`src/rtl/spi_param_loader.sv`:
```
// spi_param_loader: takes completed 32-bit SPI frames from the shift stage,
// brings frame completion into the clk domain, validates each frame and
// writes its 16-bit payload into one of four PID parameter registers.
// Frame layout: [31:24] address, [23:8] data, [7:0] check byte.
// Optional feature macro: SPI_LOADER_CHECKSUM_EN enables the XOR check byte;
// when it is undefined the check byte is ignored and only the address is validated.
module spi_param_loader #(
  parameter int            DW     = 16,
  parameter logic [DW-1:0] KP_RST = '0,
  parameter logic [DW-1:0] KI_RST = '0,
  parameter logic [DW-1:0] KD_RST = '0,
  parameter logic [DW-1:0] SP_RST = '0
) (
  input  logic          clk,
  input  logic          reset_n,
  input  logic          spi_cs,
  input  logic          spi_busy,
  input  logic [31:0]   spi_frame,
  output logic [DW-1:0] kp,
  output logic [DW-1:0] ki,
  output logic [DW-1:0] kd,
  output logic [DW-1:0] setpoint,
  output logic [3:0]    param_upd,
  output logic          frame_err,
  output logic [7:0]    err_cnt
);

  typedef enum logic [2:0] {IDLE, LATCH, CHECK, WRITE, ERROR} state_e;

  state_e        state_q, state_d;
  logic          busy_meta_q, busy_s_q, busy_d1_q;
  logic          cs_meta_q, cs_s_q;
  logic          busy_fall;
  logic [31:0]   frame_q, frame_d;
  logic [DW-1:0] kp_q, kp_d, ki_q, ki_d, kd_q, kd_d, sp_q, sp_d;
  logic [7:0]    err_cnt_q, err_cnt_d;
  logic [7:0]    addr;
  logic          addr_ok, chk_ok, ok;

  assign busy_fall = busy_d1_q & ~busy_s_q;
  assign addr      = frame_q[31:24];
  assign addr_ok   = (addr <= 8'h04);

`ifdef SPI_LOADER_CHECKSUM_EN
  assign chk_ok = (frame_q[7:0] == (frame_q[31:24] ^ frame_q[23:16] ^ frame_q[15:8]));
`else
  logic unused_chk;
  assign unused_chk = ^frame_q[7:0];
  assign chk_ok     = 1'b1;
`endif

  assign ok = addr_ok & chk_ok;

  // Two-flop synchronisers for busy and cs, plus a delayed busy for edge detection
  always_ff @(posedge clk or negedge reset_n) begin
    if (!reset_n) begin
      busy_meta_q <= 1'b0;
      busy_s_q    <= 1'b0;
      busy_d1_q   <= 1'b0;
      cs_meta_q   <= 1'b1;
      cs_s_q      <= 1'b1;
    end else begin
      busy_meta_q <= spi_busy;
      busy_s_q    <= busy_meta_q;
      busy_d1_q   <= busy_s_q;
      cs_meta_q   <= spi_cs;
      cs_s_q      <= cs_meta_q;
    end
  end

  // FSM state register
  always_ff @(posedge clk or negedge reset_n) begin
    if (!reset_n) state_q <= IDLE;
    else          state_q <= state_d;
  end

  // Next-state logic; a busy fall outside IDLE is ignored, and one seen with CS high is an aborted frame
  always_comb begin
    state_d = state_q;
    unique case (state_q)
      IDLE:    if (busy_fall && !cs_s_q) state_d = LATCH;
      LATCH:   state_d = CHECK;
      CHECK:   state_d = ok ? WRITE : ERROR;
      WRITE:   state_d = IDLE;
      ERROR:   state_d = IDLE;
      default: state_d = IDLE;
    endcase
  end

  // Pulse outputs are decoded from the one-cycle WRITE/ERROR states
  always_comb begin
    param_upd = 4'b0000;
    frame_err = 1'b0;
    if (state_q == WRITE) begin
      unique case (addr)
        8'h01:   param_upd = 4'b0001;
        8'h02:   param_upd = 4'b0010;
        8'h03:   param_upd = 4'b0100;
        8'h04:   param_upd = 4'b1000;
        default: param_upd = 4'b0000;
      endcase
    end
    if (state_q == ERROR) frame_err = 1'b1;
  end

  // Datapath next values: registers and error count update on leaving CHECK so they appear with the pulse
  always_comb begin
    frame_d   = frame_q;
    kp_d      = kp_q;
    ki_d      = ki_q;
    kd_d      = kd_q;
    sp_d      = sp_q;
    err_cnt_d = err_cnt_q;
    if (state_q == LATCH) frame_d = spi_frame;
    if (state_q == CHECK) begin
      if (ok) begin
        unique case (addr)
          8'h01:   kp_d = frame_q[23:8];
          8'h02:   ki_d = frame_q[23:8];
          8'h03:   kd_d = frame_q[23:8];
          8'h04:   sp_d = frame_q[23:8];
          default: ;
        endcase
      end else if (err_cnt_q != 8'hFF) begin
        err_cnt_d = err_cnt_q + 8'd1;
      end
    end
  end

  // Datapath registers
  always_ff @(posedge clk or negedge reset_n) begin
    if (!reset_n) begin
      frame_q   <= '0;
      kp_q      <= KP_RST;
      ki_q      <= KI_RST;
      kd_q      <= KD_RST;
      sp_q      <= SP_RST;
      err_cnt_q <= '0;
    end else begin
      frame_q   <= frame_d;
      kp_q      <= kp_d;
      ki_q      <= ki_d;
      kd_q      <= kd_d;
      sp_q      <= sp_d;
      err_cnt_q <= err_cnt_d;
    end
  end

  assign kp       = kp_q;
  assign ki       = ki_q;
  assign kd       = kd_q;
  assign setpoint = sp_q;
  assign err_cnt  = err_cnt_q;

endmodule

```
`config.mk`:
```
export PLATFORM = sky130hd
export DESIGN_NAME = spi_param_loader
export DESIGN_NICKNAME = d
export VERILOG_FILES = /design/src/rtl/spi_param_loader.sv
export SDC_FILE = /design/constraint.sdc
export NUM_CORES = 1
export LEC_CHECK = 0
export CORE_ASPECT_RATIO = 1.4
export CORE_MARGIN = 3
export CORE_UTILIZATION = 48
export DETAILED_ROUTE_END_ITERATION = 8
export PLACE_DENSITY = 0.79
export SLEW_MARGIN = 20
export SYNTH_ARGS = -nofsm -noshare
export SYNTH_HDL_FRONTEND = slang
export SYNTH_SLANG_ARGS = --single-unit
export TNS_END_PERCENT = 50
```
`constraint.sdc`:
```
create_clock -name clk -period 2.5 [get_ports clk]
set_input_delay 0.625 -clock clk [delete_from_list [all_inputs] [get_ports clk]]
set_output_delay 0.625 -clock clk [all_outputs]
set_load 0.01 [all_outputs]
```
Word level (Yosys, flattened, before mapping)
Index checks and enable logic that the tools add are counted.
W data, S select, Z words.

word-level totals
  flip-flop bits (word level) = 112
  bits in latches = 0
  bits in writable memories = 0
  memory bits (read-only) = 0
  input bits = 36
  logic and storage cells = 41
  memories kept = 0

operators by class
  add/subtract/negate cells = 1
  multiply operators = 0
  divide/modulo/power cells = 0
  order comparisons = 1
  equal/unequal tests = 10
  shift-type cells = 0
  multiplexer cells = 6
  bitwise logic cells = 3
  reductions and logical operators = 8

operators with widths
  operator               number
  $eq A8 B2 Y1 const B   2
  $pmux W4 S4            1
  $reduce_and A3 Y1      5
  $pmux W3 S3            1
  $add A8 B1 Y8 const B  1
  $eq A8 B1 Y1 const B   1
  $eq A8 B3 Y1 const B   1
  $le A8 B3 Y1 const B   1
  $ne A8 B8 Y1 const B   1
  $eq A3 B2 Y1 const B   2
  $mux W3                2
  $mux W4                1
  $eq A3 B1 Y1 const B   1
  $eq A3 B3 Y1 const B   1
  $logic_not A3 Y1       1
  $ne A2 B2 Y1 const B   1
  $not A1 Y1             2
  $and A1 B1 Y1          1
  $logic_and A1 B1 Y1    1
  $logic_not A1 Y1       1
  $mux W1                1

Longest topological paths before layout
  word-level depth = 5
  gate-level depth with buffers = 6

Least setup slack after synthesis
OpenSTA, ideal clock, no wires.

  kind = reg2reg
  from = register frame_q[28]
  to = register kd_q[10] (netlist: kd[10])
  setup time = 0.125 ns
  data arrival time = 2.023 ns
  data required time = 2.375 ns
  setup slack = 0.352 ns
  stages on the path, launching flop included = 7
  buffers on the path = 2
  clock period less this slack = 2.148 ns
  path through = dfrtp_1 > or4_4 > or3b_1 > buf_6 > nor2_8 > buf_12 > mux2_4

between the ends
  longest elaborated chain between the ends = 2
  elaborated cells on any way between the ends = 3

ends and longest elaborated chain
  item                                          RTL line  text
  from (decl)                                   34        logic [31:0] frame_q, frame_d;
  from (signal assigned)                        140       frame_q <= frame_d;
  $le A8 B3 Y1 or $eq A8 B2 Y1 (tied branches)  42, 117
  $reduce_and A3 Y1 (no line) (*)               -
  to (signal assigned)                          143       kd_q <= kd_d;
  to (decl)                                     35        logic [DW-1:0] kp_q, kp_d, ki_q, ki_d, kd_q, kd_d, sp_q, sp_d;

Mark *: on every way between the ends. The rest lies on a longest branch, timed or not.
A chain may end at the register's enable or synchronous reset.

Worst setup path in the final report
  from = register frame_q[28]
  to = output port param_upd[3]

between the ends
  longest elaborated chain between the ends = 3
  elaborated cells on any way between the ends = 6

ends and longest elaborated chain
  item                                  RTL line  text
  $eq A8 B3 Y1 (tied with other cells)  95        unique case (addr)
  $pmux W4 S4 (*)                       95
  $mux W4 (*)                           94        if (state_q == WRITE) begin
  to (decl)                             23        output logic [3:0] param_upd,

Marked as above.

==> key figures <==
Clocking
  • Root buffer selected by CTS: clkbuf_16
  • Clock-pin slew reported for the worst setup and hold paths after clock tree synthesis: 60 ps
  • CTS H-tree depth: 3
  • Number of sinks handled by clock tree synthesis: 104
  • Latest clock arrival within the worst-skew pair: 340 ps
  • TritonCTS clock tree: built
  • Hold_buf cts: 0
  • Max Buffers Root-to-Sink: 2
  • Number of buffers created by CTS: 9

Yosys
  • Avg Cell Area, Syn: 16.87 sq um
  • Nets in the synthesized netlist: 289
  • Cell type with the largest total area after synthesis: dfrtp_1
  • Number of warnings issued by yosys: 0
  • Fraction of the yosys area taken by sequential cells: 0.6127
  • Number of distinct library cell variants in the gate-level netlist after synthesis: 28
  • Post-Syn Instances: 252
  • Post-synthesis sequential element count: 104
  • Largest cells by area after synthesis: dfrtp_1 (60%), mux2_4 (14%), mux2_2 (13%)
  • Top-area cell type share of the netlist area: 0.6004
  • Post-synthesis cell area: 4252 sq um

Timing
  • Crit share post-route: 1.011
  • Upper clock frequency limit: 395.7 MHz
  • Skew final: 7.578 ps
  • Final count of hold timing violations: 0
  • Total count of max-transition violations in the final report: 0
  • Headroom to the max-slew limit: 0.5734
  • Count of final setup violators: 3
  • Actual transition at the worst max-transition pin: 640.0 ps
  • Shortest clock period the worst path allows after layout: 2527 ps
  • RSZ-0062 raised after global routing: yes
  • Min setup slack post-route: -27.09 ps

Setup path
  • Origin of the critical flop-to-flop path: frame_q[28]
  • Source of the critical timing path: frame_q[28]
  • Startpoint Class: flip-flop
  • Startpoint-to-endpoint class of the critical path: flip-flop to primary output
  • Worst-path fanout max: 3
  • Kind of end point of the critical path: primary output
  • Data arrival, critical path: 1900 ps
  • Required time of the critical path: 1880 ps

Floorplanning
  • Floorplan die height: 117.4 um
  • Starting utilization of the core area: 0.4939
  • Area of the die: 10040 sq um
  • Io pins: 113
  • Area inside the core boundary: 8608 sq um
  • Total number of placement rows: 40
  • Die Span X: 85.54 um

Route
  • Total detailed-routing wirelength: 8.874 mm
  • Remaining routing DRC violations: 0
  • Via density per instance: 5.140
  • Via count: 2498
  • Routed length per placed instance: 18.26 um
  • First-iteration detailed-routing DRC count: 98
  • Remaining antenna violation count: 0
  • Router iterations before antenna repair: 4

Final layout
  • Layout cell share with drive strength beyond 1: 0.3596
  • Non-filler cells in the finished layout: 486
  • Area delta synth->final: 37.32%
  • Number of inserted diodes: 0
  • Final-stage net count: 413

Pwr
  • Part of the total power dissipated in combinational logic: 0.226
  • Total net switching power: 0.001368 W
  • Leakage power summed over all cells: 2.731 nW
  • Peak supply drop: 0.0006120 V
  • Cell area power density: 859.5 nW/um^2
  • Proportion of power drawn by the clock network: 0.296
  • Total power draw: 0.005018 W
  • Register share of total power: 0.478
  • Internal power of the cells: 0.003650 W
  • Net switching fraction of the power: 0.2726

Placement
  • Half-perimeter wire length after detailed placement: 5.854 mm
  • Number of cells after detailed placement: 465
  • # port buffers: 104
  • Final GP Congestion: 0.7566

Global route
  • First-pass GRT wire length: 14.57 mm
  • GRT met1 Usage: 0.2434
  • Met3 GRT Util: 0.04216
  • Busiest metal layer after global routing: met2
  • Via count of the first global-routing pass: 2761
  • Overall routing resource usage: 0.1882
  • Remaining global-route overflow: 0
  • Largest net degree at the start of global routing: 51
  • Initial antenna violation count: 0
  • Routing usage on met2: 0.2991

Run status
  • Outcome: complete, but fails checks
  • Failing checks: negative setup slack

Run
  • Count of maximum capacitance violations: 0

Worst hold path
  • Hold Crit Class: input pin to async pin
## cells in the final DEF, fill, tap and decap left out, types with 2 or more instances in the layout
cell / instances
nor3_1: 4
nand3_1: 2
nor2_4: 3
xor2_1: 7
mux2_4: 40
nor4b_1: 2
buf_12: 4
buf_4: 13
dfrtp_1: 102
mux2_2: 49
clkbuf_1: 4
nor3b_1: 3
and4_1: 2
nor4_1: 2
clkdlybuf4s50_1: 99
clkbuf_16: 9
nor2_1: 4
bufinv_16: 2
nor2_8: 4
nand2_1: 5
buf_6: 4
dfstp_2: 2
## cells in the mapped netlist (all sizes together)
library cell	n
nand2	5
dfrtp	102
nor2	12
nand3b	1
nand4b	1
xor2	7
a21o	1
or4	1
nor4b	2
or3b	2
and4	2
dfstp	2
mux2	89
clkbuf	3
nand3	2
a21oi	1
nor3b	4
o31ai	1
o21a	1
ha	1
nor3	4
nor4	2
buf	5
inv	1
## registers in the layout, indices dropped and copies added, names as in the netlist, 3 cells and up
register / count
err_cnt: 8
frame_q: 24
kd: 16
ki: 16
kp: 16
setpoint: 16
state_q: 3
## cells by family (layout without fill, tap and decap cells)
family / count (synthesis) / count (layout) / synth area share
compound gates: 4 / 4 / 0.007651
simple gates: 38 / 38 / 0.06622
fa+ha+maj: 1 / 1 / 0.002942
mux: 89 / 89 / 0.2710
buf+inv: 9 / 138 / 0.02501
xor+xnor: 7 / 7 / 0.01442
flops: 104 / 104 / 0.6127
## routing by layer
layer / share of wire / wire (um)
met1: 0.43 / 3799
met3: 0.049 / 434
met2: 0.50 / 4455
met4: 0.021 / 185
met5: 0 / 0
## per-stage QoR
| stage | hold slack (ps) | area (sq um) | utilization | worst slack [ps] | TNS (ps) |
|---|---|---|---|---|---|
| 4_1_cts | 327.5 | 5789 | 0.6725 | -59.22 | -176.8 |
| 3_3_place_gp | 340.0 | 5464 | 0.6347 | -38.51 | -136.7 |
| 3_5_place_dp | 334.7 | 5464 | 0.6347 | -83.62 | -226.1 |
| 2_1_floorplan | 329.4 | 4252 | - | 352.1 | 0 |
| 6_report | 309.8 | 5838 | 0.6782 | -27.09 | -62.50 |
| 5_1_grt | 356.1 | 5838 | 0.6782 | -71.67 | -194.6 |
## worst max-delay path, cell delays in order, from the launching register on
cell,delay (ps)
dfrtp_1,380
or4_4,560
nor2_2,90
nand4b_1,150
buf_6,180
nor2_4,90
buf_6,110
## power groups by stage
stage | clock network, W | logic [W] | registers, W
finish | 0.00148 | 0.00113 | 0.00240
global route | 0.00158 | 0.00121 | 0.00247
CTS | 0.00151 | 0.00111 | 0.00240
detailed placement | 0 | 0.00108 | 0.00243
global placement | 0 | 0.00105 | 0.00240
floorplan | 0 | 0.000519 | 0.00242
## area by class of cell
type / instances / area [sq um]
fill: 626 / 2770
clock buffer: 13 / 240.2
clock inverter: 3 / 68.82
timing repair buffer: 121 / 1219
sequential: 104 / 2605
inverter: 1 / 3.754
tap: 105 / 131.4
multi-input combinational: 139 / 1570
## timing repair
action	CTS	global route
gates resized for setup	18	9
setup endpoints to repair	4	4
pin swaps	5	3
endpoints found under the hold margin	0	0
setup buffers	3	2
## final timing paths
path / slack (ps) / depth (start not counted) / end
worst max-delay path: -30 / 6 / param_upd[3]
worst min-delay path: 310 / 1 / kp[13]
worst max register to register: 70 / 7 / kd[11]
worst min register to register: 350 / 0 / busy_s_q
max in group asynchronous: 1540 / 2 / kp[7]
min in group clk: 350 / 0 / busy_s_q
Power figures use the tool's default switching activity.
